$ cat config.mk
export PLATFORM = sky130hd
export DESIGN_NAME = fpaa_prog_sequencer
export DESIGN_NICKNAME = d
export VERILOG_FILES = /design/src/rtl/fpaa_prog_sequencer.sv
export SDC_FILE = /design/constraint.sdc
export NUM_CORES = 1
export LEC_CHECK = 0
export BUFFER_PORTS_ARGS = -buffer_cell sky130_fd_sc_hd__buf_2
export CORE_UTILIZATION = 50
export DETAILED_ROUTE_END_ITERATION = 10
export PLACE_DENSITY = 0.79
export SETUP_SLACK_MARGIN = 0.5
export SYNTH_ARGS = -nofsm -noshare
export SYNTH_HDL_FRONTEND = slang
export SYNTH_SLANG_ARGS = --single-unit
$ cat constraint.sdc
create_clock -name clk -period 3.15 [get_ports clk]
set_clock_uncertainty 0.2 [all_clocks]
set_input_delay 0.1575 -clock clk [delete_from_list [all_inputs] [get_ports clk]]
set_output_delay 0.1575 -clock clk [all_outputs]
set_load 0.02 [all_outputs]
$ cat src/rtl/fpaa_prog_sequencer.sv
// fpaa_prog_sequencer: per-island FPAA floating-gate programming sequencer driving the Vinj decoders,
// PROG/RUN switches and timed injection/tunnelling pulses.
module fpaa_prog_sequencer #(
  parameter int ROW_BITS = 6,
  parameter int COL_BITS = 6,
  parameter int CNT_W    = 16,
  parameter int NP_W     = 8
) (
  input  logic                clk,
  input  logic                reset,
  input  logic                cmd_valid,
  output logic                cmd_ready,
  input  logic [ROW_BITS-1:0] cmd_row,
  input  logic [COL_BITS-1:0] cmd_col,
  input  logic [1:0]          cmd_mode,
  input  logic [NP_W-1:0]     cmd_npulse,
  input  logic [CNT_W-1:0]    cfg_settle,
  input  logic [CNT_W-1:0]    cfg_pulse_w,
  input  logic                abort,
  output logic [ROW_BITS-1:0] dec_row,
  output logic [COL_BITS-1:0] dec_col,
  output logic                dec_en,
  output logic                prog,
  output logic                run,
  output logic                vinj_pulse,
  output logic                vtun_pulse,
  output logic                busy,
  output logic                done,
  output logic [1:0]          status,
  output logic [NP_W-1:0]     pulse_cnt
);
  typedef enum logic [2:0] {IDLE, SETUP, PULSE, GAP, RELEASE, DONE} state_t;
  state_t r_state, w_next;
  logic [ROW_BITS-1:0] r_row;
  logic [COL_BITS-1:0] r_col;
  logic [1:0]          r_mode;
  logic [NP_W-1:0]     r_np;
  logic [NP_W-1:0]     r_cnt;
  logic [CNT_W-1:0]    r_settle_m1;
  logic [CNT_W-1:0]    r_pw_m1;
  logic [CNT_W-1:0]    r_tmr;
  logic [1:0]          r_status;
  logic                r_bad_done;
  logic                w_acc;
  logic                w_last;
  logic                w_active;
  logic                w_abort;
  logic                w_more;
  assign w_acc    = cmd_valid & cmd_ready;
  assign w_last   = r_tmr == '0;
  assign w_active = r_state inside {SETUP, PULSE, GAP, RELEASE};
  assign w_abort  = abort & (r_state inside {SETUP, PULSE, GAP});
  assign w_more   = ({1'b0, r_cnt} + 1'b1) < {1'b0, r_np};
  always_comb begin
    w_next = r_state;
    case (r_state)
      IDLE:    w_next = (w_acc && cmd_mode != 2'b11) ? SETUP : IDLE;
      SETUP:   w_next = w_abort ? RELEASE : !w_last ? SETUP :
                        (r_np != '0 && !r_mode[1]) ? PULSE : RELEASE;
      PULSE:   w_next = w_abort ? RELEASE : !w_last ? PULSE : w_more ? GAP : RELEASE;
      GAP:     w_next = w_abort ? RELEASE : w_last ? PULSE : GAP;
      RELEASE: w_next = w_last ? DONE : RELEASE;
      default: w_next = IDLE;
    endcase
  end
  always_ff @(posedge clk) begin
    if (reset) begin
      r_state     <= IDLE;
      r_row       <= '0;
      r_col       <= '0;
      r_mode      <= '0;
      r_np        <= '0;
      r_cnt       <= '0;
      r_settle_m1 <= '0;
      r_pw_m1     <= '0;
      r_tmr       <= '0;
      r_status    <= '0;
      r_bad_done  <= 1'b0;
    end else begin
      r_state    <= w_next;
      r_bad_done <= w_acc && cmd_mode == 2'b11;
      if (w_acc) begin
        r_row       <= cmd_row;
        r_col       <= cmd_col;
        r_mode      <= cmd_mode;
        r_np        <= cmd_npulse;
        r_cnt       <= '0;
        r_settle_m1 <= (cfg_settle == '0) ? '0 : cfg_settle - 1'b1;
        r_pw_m1     <= (cfg_pulse_w == '0) ? '0 : cfg_pulse_w - 1'b1;
        r_tmr       <= (cfg_settle == '0) ? '0 : cfg_settle - 1'b1;
        r_status    <= (cmd_mode == 2'b11) ? 2'b10 : 2'b00;
      end else begin
        if (w_next != r_state)
          r_tmr <= (w_next == PULSE || w_next == GAP) ? r_pw_m1 : r_settle_m1;
        else if (!w_last)
          r_tmr <= r_tmr - 1'b1;
        if (w_abort)
          r_status <= 2'b01;
        // a pulse counts once its full width has elapsed; saturate at the request
        if (r_state == PULSE && w_last && r_cnt < r_np)
          r_cnt <= r_cnt + 1'b1;
      end
    end
  end
  assign cmd_ready  = r_state == IDLE;
  assign dec_row    = w_active ? r_row : '0;
  assign dec_col    = w_active ? r_col : '0;
  assign dec_en     = w_active;
  assign prog       = (r_state inside {SETUP, PULSE, GAP}) && r_mode != 2'b10;
  assign run        = r_state == IDLE || r_state == DONE;
  assign vinj_pulse = r_state == PULSE && r_mode == 2'b00;
  assign vtun_pulse = r_state == PULSE && r_mode == 2'b01;
  assign busy       = r_state != IDLE;
  assign done       = r_state == DONE || r_bad_done;
  assign status     = r_status;
  assign pulse_cnt  = r_cnt;
endmodule

==> run summary, run 1 <==
The tightest hold margin came out at between 15 and 20 ps. The synthesis-to-finish area growth is 34.5%. The initialized floorplan defines 34 standard-cell rows.

The maximum ir drop on the vdd rail came out at 0.000258 V. The synthesized netlist cell count is between 500 and 600. The average vias per placed instance is approximately 5.6. The netlist uses 51 different library cells. Summing all multi-input logic gate instances after layout gives 0.00292 mm². In the final timing run, aggregate negative setup slack is -655 ps. The cell-internal power came out at ~2000 µW. The summed instance area of the synthesized netlist came out at between 0.004 and 0.005 mm². The non-filler instance count after layout is between 800 and 900. The synthesized net count is 660. The average routed wire per standard cell came out at 15.6 µm. For this run, the top clock speed supported by timing is approximately 310 MHz. The max-slew violation total from the final report is 0. The pre-CTS setup slack came out at -142 ps. Leaving out fill and tap cells, the most frequent cell in the layout is sky130_fd_sc_hd__buf_2.

The relative slew slack came out at 0.382. The synthesized area per cell came out at approximately 8 µm². The final period demand of the worst path is between 3000 and 4000 ps. The count of antenna-violating nets left after detailed routing is 0. The initial antenna violation count came out at 0.

Setup repair after global routing could not meet its margin everywhere. TritonCTS built the clock tree. STA classifies the critical path startpoint as a register. The run finished, with violations left.

The number of top-level pins came out at 88. The measured slew at the worst slew-check pin is between 900 and 1000 ps. The final routed DRC violation total came out at 4.

The initial cell density of the core came out at 0.526. Once routing completed, OpenROAD measured the worst setup slack at -106 ps. The number of antenna diodes in the final layout is 0. The detailed router used layers up to and including met4.

The clock latency at the later pin of the worst-skew pair came out at roughly 350 ps. The clock-pin slew of the registers on the worst-case setup and hold paths is around 90 ps. During synthesis, Yosys emitted a total of 0 warnings.

The final clock period utilization by the worst path came out at 1.03. The global placement routability congestion is ~0.89. The filler cell count in the final layout came out at 650. For this run, the detailed router's first-pass iteration total came to 10. The switching portion of total power came out at 0.316.

The detailed route wirelength on metal3 is around 650 µm. Along the worst path, the maximum fanout reaches 8. The total die area is between 0.009 and 0.01 mm².

Of the synthesized area, sequential elements account for 0.361. The share of cells above drive strength 1 is 0.245. The longest clock path from root to sink contains 2 buffers. STA puts the critical path data required time at 3180 ps. In this run the worst hold path is classified as primary input to register. The top cell types in the final layout, fill and taps aside, are 87 x sky130_fd_sc_hd__buf_2, 83 x sky130_fd_sc_hd__nand2_1, 79 x sky130_fd_sc_hd__dfxtp_1. The number of flip-flops and latches in the synthesized netlist came out at 84. In this run, placement finished with an instance count of 780. The global-route congestion overflow total is 0. The count of final setup violators came out at 12.

The number of failing hold endpoints at the final stage came to 0. In the global route stage, overall resource usage came out at 0.275. By startpoint and endpoint, the worst setup path is classified as register to register.

Summed over all nets, wire length on met2 after detailed routing comes to about 7000 µm. The met1 wire length is ~5400 µm. The final layout contains routed wiring with a total length of 13300 µm. Input and output buffers added on the ports amount to a little under 90.

Buffers inserted during clock tree synthesis total 9. For this block, the via count after detailed routing is between 4000 and 5000. The checks that failed: design-rule violations, negative setup slack. The net count of the finished layout is 814. After floorplanning, the core was sized to cover a little under 0.009 mm². The power density over the cells came out at roughly 460 mW/mm². Summed over all nets, the switching power comes to between 900 and 1000 µW. The sink count of the clock tree came out at 84.

Data arrives at the worst endpoint at roughly 3300 ps. The static leakage came out at ~0.0026 µW. Entering global routing, the biggest net connects 44 pins.

The sequential standard cell area came out at 0.00170 mm². From left edge to right edge, the die measures approximately 98 µm. The root buffer cell chosen for the clock tree is sky130_fd_sc_hd__clkbuf_8. The number of DRC markers in iteration 0 is between 200 and 250. The overall power of the completed layout came out at 2890 µW. The critical path capture point type is a register. The sequential cell fraction of total power is 0.433.

The share of power burned in combinational logic came out at 0.264. The wire length of the first global-routing pass came out at around 22000 µm. The number of levels the H-tree was split into came out at 3.

The fraction of power consumed by the clock network is 0.302. The via count of the first global-routing pass came to between 4000 and 5000. The die height is 98.5 µm.

The count of max-cap constraint violations is 0. Detailed placement finished with a half-perimeter wire length of 8890 µm.
[synth_stat cells, drive strengths merged]
library cell | number | area share
nor4 | 11 | 0.019
nor2b | 5 | 0.0067
o21a | 2 | 0.0032
nand2 | 83 | 0.067
a21o | 13 | 0.021
nor3b | 8 | 0.018
nand3b | 1 | 0.0016
o2111ai | 2 | 0.0038
nand3 | 7 | 0.0075
a21boi | 1 | 0.0016
o22ai | 1 | 0.0013
mux2 | 2 | 0.0048
o21bai | 1 | 0.0016
and4 | 1 | 0.0019
a211oi | 2 | 0.0032
a2111oi | 1 | 0.0019
and3 | 1 | 0.0013
a32o | 1 | 0.0022
and2 | 14 | 0.019
a22oi | 4 | 0.0065
clkbuf | 22 | 0.018
buf | 5 | 0.0081
dfxtp | 84 | 0.36
nor4b | 1 | 0.0019
or2 | 2 | 0.0027
o31a | 2 | 0.0038
o21ai | 40 | 0.043
o31ai | 5 | 0.0091
nor2 | 58 | 0.047
nand2b | 4 | 0.0054
xnor2 | 25 | 0.047
xor2 | 20 | 0.038
nor3 | 10 | 0.011
a31oi | 2 | 0.0059
or4 | 7 | 0.013
mux2i | 15 | 0.032
inv | 17 | 0.014
o211ai | 2 | 0.0032
or3 | 15 | 0.021
ha | 18 | 0.048
a21oi | 69 | 0.074
[worst max-delay path, cell delays in order, from the launching register on]
cell	delay, ps
sky130_fd_sc_hd__dfxtp_4	380
sky130_fd_sc_hd__ha_4	150
sky130_fd_sc_hd__nand3_4	90
sky130_fd_sc_hd__or2_4	260
sky130_fd_sc_hd__xnor2_2	130
sky130_fd_sc_hd__ha_1	300
sky130_fd_sc_hd__a21oi_2	130
sky130_fd_sc_hd__nor2b_1	70
sky130_fd_sc_hd__or4_4	510
sky130_fd_sc_hd__a31oi_4	180
sky130_fd_sc_hd__buf_12	160
sky130_fd_sc_hd__mux2_4	310
sky130_fd_sc_hd__o211ai_1	170
sky130_fd_sc_hd__o21ai_1	80
[power groups by stage]
stage / Sequential [µW] / Combinational, µW / Clock (µW)
2_1_floorplan: 1250 / 487 / 0
3_3_place_gp: 1270 / 650 / 0
3_5_place_dp: 1270 / 669 / 0
4_1_cts: 1250 / 731 / 887
5_1_grt: 1260 / 839 / 933
6_report: 1250 / 765 / 874
[cell families (layout without fill, tap and decap cells)]
group	count (synthesis)	in the layout	synth area share
flip-flops	84	84	0.361
multiplexers	17	17	0.0371
XOR/XNOR	45	45	0.0847
AO/OA/AOI/OAI	148	148	0.185
adder cells (fa/ha/maj)	18	18	0.0484
buffers and inverters	44	203	0.0395
AND/OR/NAND/NOR	228	228	0.244
[area by class of cell]
| type | instances | share of cell area |
|---|---|---|
| multi-input combinational | 456 | 0.467 |
| inverter | 17 | 0.0102 |
| clock buffer | 11 | 0.0226 |
| tap | 108 | 0.0216 |
| clock inverter | 5 | 0.0132 |
| timing repair buffer | 170 | 0.195 |
| sequential | 84 | 0.271 |
[layer usage]
metal,global-route usage,vias to the layer above
li1,-,2329
met1,0.308,2259
met2,0.526,158
met3,0.0475,34
met4,0.0884,0
met5,0,-
[final timing paths]
kind | from | endpoint | slack [ps] | depth (start not counted)
max | pulse_cnt[1] | r_tmr[1] | -110 | 13
min | cfg_settle[13] | r_tmr[13] | 20 | 4
max reg2reg | pulse_cnt[1] | r_tmr[1] | -110 | 13
min reg2reg | r_row[3] | r_row[3] | 250 | 2
[metrics by stage]
step,utilization,area (µm²)
after floorplan,-,4700
after global placement,0.610,5400
after detailed placement,0.610,5400
after CTS,0.698,6180
after global routing,0.708,6260
final,0.708,6260
[repair_timing]
item | CTS | global route
pin swaps | 18 | 8
cloned | 1 | 0
setup buffers | 8 | 4
endpoints found under the setup margin | 28 | 28
gates resized for setup | 15 | 17
hold buffers | 42 | 0
hold endpoints to repair | 50 | 0
[sequential cells by signal, indices dropped and copies added (netlist names)]
signal and flops:
r_pw_m1 16, r_settle_m1 16, r_tmr 16, pulse_cnt 8
r_np 8, r_col 6, r_row 6, r_state 3
r_mode 2, status 2, r_bad_done 1
Power figures use the tool's default switching activity.
==> run 2, diff against run 1 <==
- BUFFER_PORTS_ARGS: -buffer_cell sky130_fd_sc_hd__buf_2 -> default
- CORE_MARGIN: default -> 2
- CORE_UTILIZATION: 50 -> 58
- DONT_BUFFER_PORTS: default -> 1
- MAX_ROUTING_LAYER: default -> met4
==> run summary, run 2 (synthesis results as in run 1) <==
The static leakage is around 0.0024 µW. The run finished, with violations left. The initial utilization of the core area, before any placement, comes to 0.599. The total routing resource utilization after global routing came out at 0.308. Clock tree synthesis inserted a total of 9 buffers.

Static timing analysis puts the maximum clock frequency at ~300 MHz. Dividing the detail-routed via count by the number of cells gives ~6. In this run the critical register-to-register path is launched from pulse_cnt[1]. The clock reaches the later pin of the worst-skew pair after ~370 ps. The critical path capture point type is a register. The relative slew slack is 0.489.

The average routed wire per standard cell is 18.1 µm. The final routed DRC violation total is 0. Measured along the y axis, the die boundary spans 93.6 µm. The initial antenna violation count is 0. The synthesis-to-finish area growth is 33.6%. The worst register-to-register path ends at r_tmr[1]. Fill cells in the final layout number 473.

In this run the register-to-register setup slack is -160 ps. The most common cell after layout, fill and taps aside is sky130_fd_sc_hd__nand2_1. The worst setup path is launched from a register. Max-cap violations in this run came to 0. The total die area came out at between 0.008 and 0.009 mm². The maximum ir drop on the vdd rail came out at 0.000266 V. Counting every sink on the clock net gives 84.

Power spread over the standard cell area amounts to between 400 and 500 mW/mm². The clock-pin slew of the registers on the worst-case setup and hold paths is 90 ps. STA puts the critical path data required time at approximately 3200 ps. The worst reg2reg path depth came out at 13. The floorplan die width is between 90 and 100 µm.

The worst setup slack after layout is -159 ps. For this block, the routed nets add up to around 14000 µm of wire. The number of levels the H-tree was split into is 3.

The design draws approximately 2800 µW. The share of total power dissipated in sequential elements is 0.456. The vias after detailed routing came out at between 4000 and 5000. Leaving out fill and tap cells, the most frequent cells in the layout are 82 x sky130_fd_sc_hd__nand2_1, 79 x sky130_fd_sc_hd__dfxtp_1, 64 x sky130_fd_sc_hd__a21oi_1. The maximum net fanout on the critical path came out at 8. The final clock period utilization by the worst path is 1.05. The critical path startpoint is pulse_cnt[1]. The global placement routability congestion is 0.959. The first-pass detailed-route iteration total is 7.

The max-slew violation total from the final report came to 0. The endpoint arrival time on the critical path is approximately 3400 ps. The net count of the finished layout came out at between 700 and 800.

During placement, the flow inserted port buffers numbering 0. The count of final setup violators is 16. The count of antenna-violating nets left after detailed routing came out at 0.

The path class of the tightest hold or removal check is primary input to register. The worst setup path is of the register to register kind. The detailed router finished its first iteration with about 380 violations. CTS placed an instance of sky130_fd_sc_hd__clkbuf_8 at the clock tree root. The first global-routing pass estimated around 21000 µm of wire.

Of the total power, the share spent switching nets is 0.346. The clock tree from TritonCTS is yes. The non-filler instance count after layout came out at 790.

approximately 90 I/O pins were placed. The share of cells above drive strength 1 is 0.179. The share of total power dissipated in the clock network is 0.264.

The core area is 0.00777 mm². The total number of placement rows is 32. The placed cell count is a little under 700. The number of buffers on the longest clock path came out at 2. The largest registers in the layout are r_pw_m1 x16, r_settle_m1 x16, r_tmr x16.

For the pin with the worst max-slew slack, the measured transition is 763 ps. For the finished layout, the period the worst path requires is approximately 3300 ps. The number of failing hold endpoints at the final stage is 2. The half-perimeter wire length after detailed placement is 8340 µm. Setup repair after global routing could not meet its margin everywhere. In this run the worst setup path terminates at r_tmr[1]. The total overflow left after global routing is 0. The via count of the first global-routing pass came out at between 4000 and 5000.

The power spent charging and discharging nets is between 900 and 1000 µW. Across all hold checks on the routed design, the worst slack comes to -41.0 ps. The share of power burned in combinational logic came out at 0.279.

The antenna cell count came out at 0. The final reports fail on negative hold slack, negative setup slack. The cell-internal power is 1810 µW. The pin count of the biggest net entering global routing came out at 50.
[run 2: changes by cell type in the layout (fill, tap and decap cells not counted), moves of 6 or more]
cell	delta
sky130_fd_sc_hd__buf_4	+7
sky130_fd_sc_hd__buf_6	+6
sky130_fd_sc_hd__buf_2	-87
sky130_fd_sc_hd__dlygate4sd3_1	+16
[run 2: power groups by stage]
stage / Sequential [µW] / Combinational (µW) / Clock [µW]
CTS: 1250 / 680 / 734
floorplan: 1250 / 487 / 0
finish: 1260 / 772 / 731
detailed placement: 1280 / 597 / 0
global route: 1270 / 841 / 778
global placement: 1270 / 578 / 0
[run 2: critical path: stages, from the launching register on]
cell and delay [ps]:
sky130_fd_sc_hd__dfxtp_4 390, sky130_fd_sc_hd__ha_4 160, sky130_fd_sc_hd__nand3_4 80, sky130_fd_sc_hd__xnor2_2 150
sky130_fd_sc_hd__ha_1 340, sky130_fd_sc_hd__o21a_1 140, sky130_fd_sc_hd__o2111ai_2 180, sky130_fd_sc_hd__a21oi_1 70
sky130_fd_sc_hd__or4_4 570, sky130_fd_sc_hd__a31oi_4 180, sky130_fd_sc_hd__buf_12 160, sky130_fd_sc_hd__mux2_4 300
sky130_fd_sc_hd__o211ai_1 160, sky130_fd_sc_hd__o21ai_1 100
[run 2: repair_timing]
action | in CTS | in global routing
cloned | 1 | 1
hold endpoints to repair | 83 | 72
buffers inserted | 10 | 7
pin swaps | 18 | 27
hold buffers | 36 | 26
setup endpoints to repair | 39 | 55
resized for setup | 27 | 36
[run 2: final cells by class]
class / instances / area, µm² / share of cell area
clock buffer: 9 / 124 / 0.0199
clock inverter: 7 / 56.3 / 0.00905
inverter: 17 / 63.8 / 0.0103
multi-input combinational: 456 / 3050 / 0.490
sequential: 84 / 1700 / 0.273
tap: 102 / 128 / 0.0205
timing repair buffer: 115 / 1100 / 0.177
[run 2: worst min path at each step]
stage,startpoint,cells past startpoint,to,slack (ps)
after global placement,reset,1,r_settle_m1[5],40
after global routing,cfg_settle[3],4,r_settle_m1[3],6
after detailed placement,reset,1,r_settle_m1[5],40
final,cfg_settle[3],4,r_settle_m1[3],-40
after CTS,reset,1,r_row[3],-360
after floorplan,cfg_pulse_w[0],1,r_pw_m1[0],70
[run 2: through the flow]
stage	area (µm²)	TNS [ps]	util	setup WS [ps]
4_1_cts	5750	-332	0.740	-87.2
6_report	6220	-1490	0.801	-159
3_3_place_gp	4990	-31.2	0.643	-31.2
5_1_grt	6220	-2500	0.801	-201
3_5_place_dp	4990	-957	0.643	-179
2_1_floorplan	4700	-365	-	-62.0
[run 2: routing by layer]
metal / part of all wire / vias up / GRT usage
met5: 0 / - / -
met4: 0.020 / 0 / 0.105
met3: 0.080 / 31 / 0.0661
met2: 0.50 / 255 / 0.517
met1: 0.40 / 2268 / 0.367
li1: - / 2220 / -
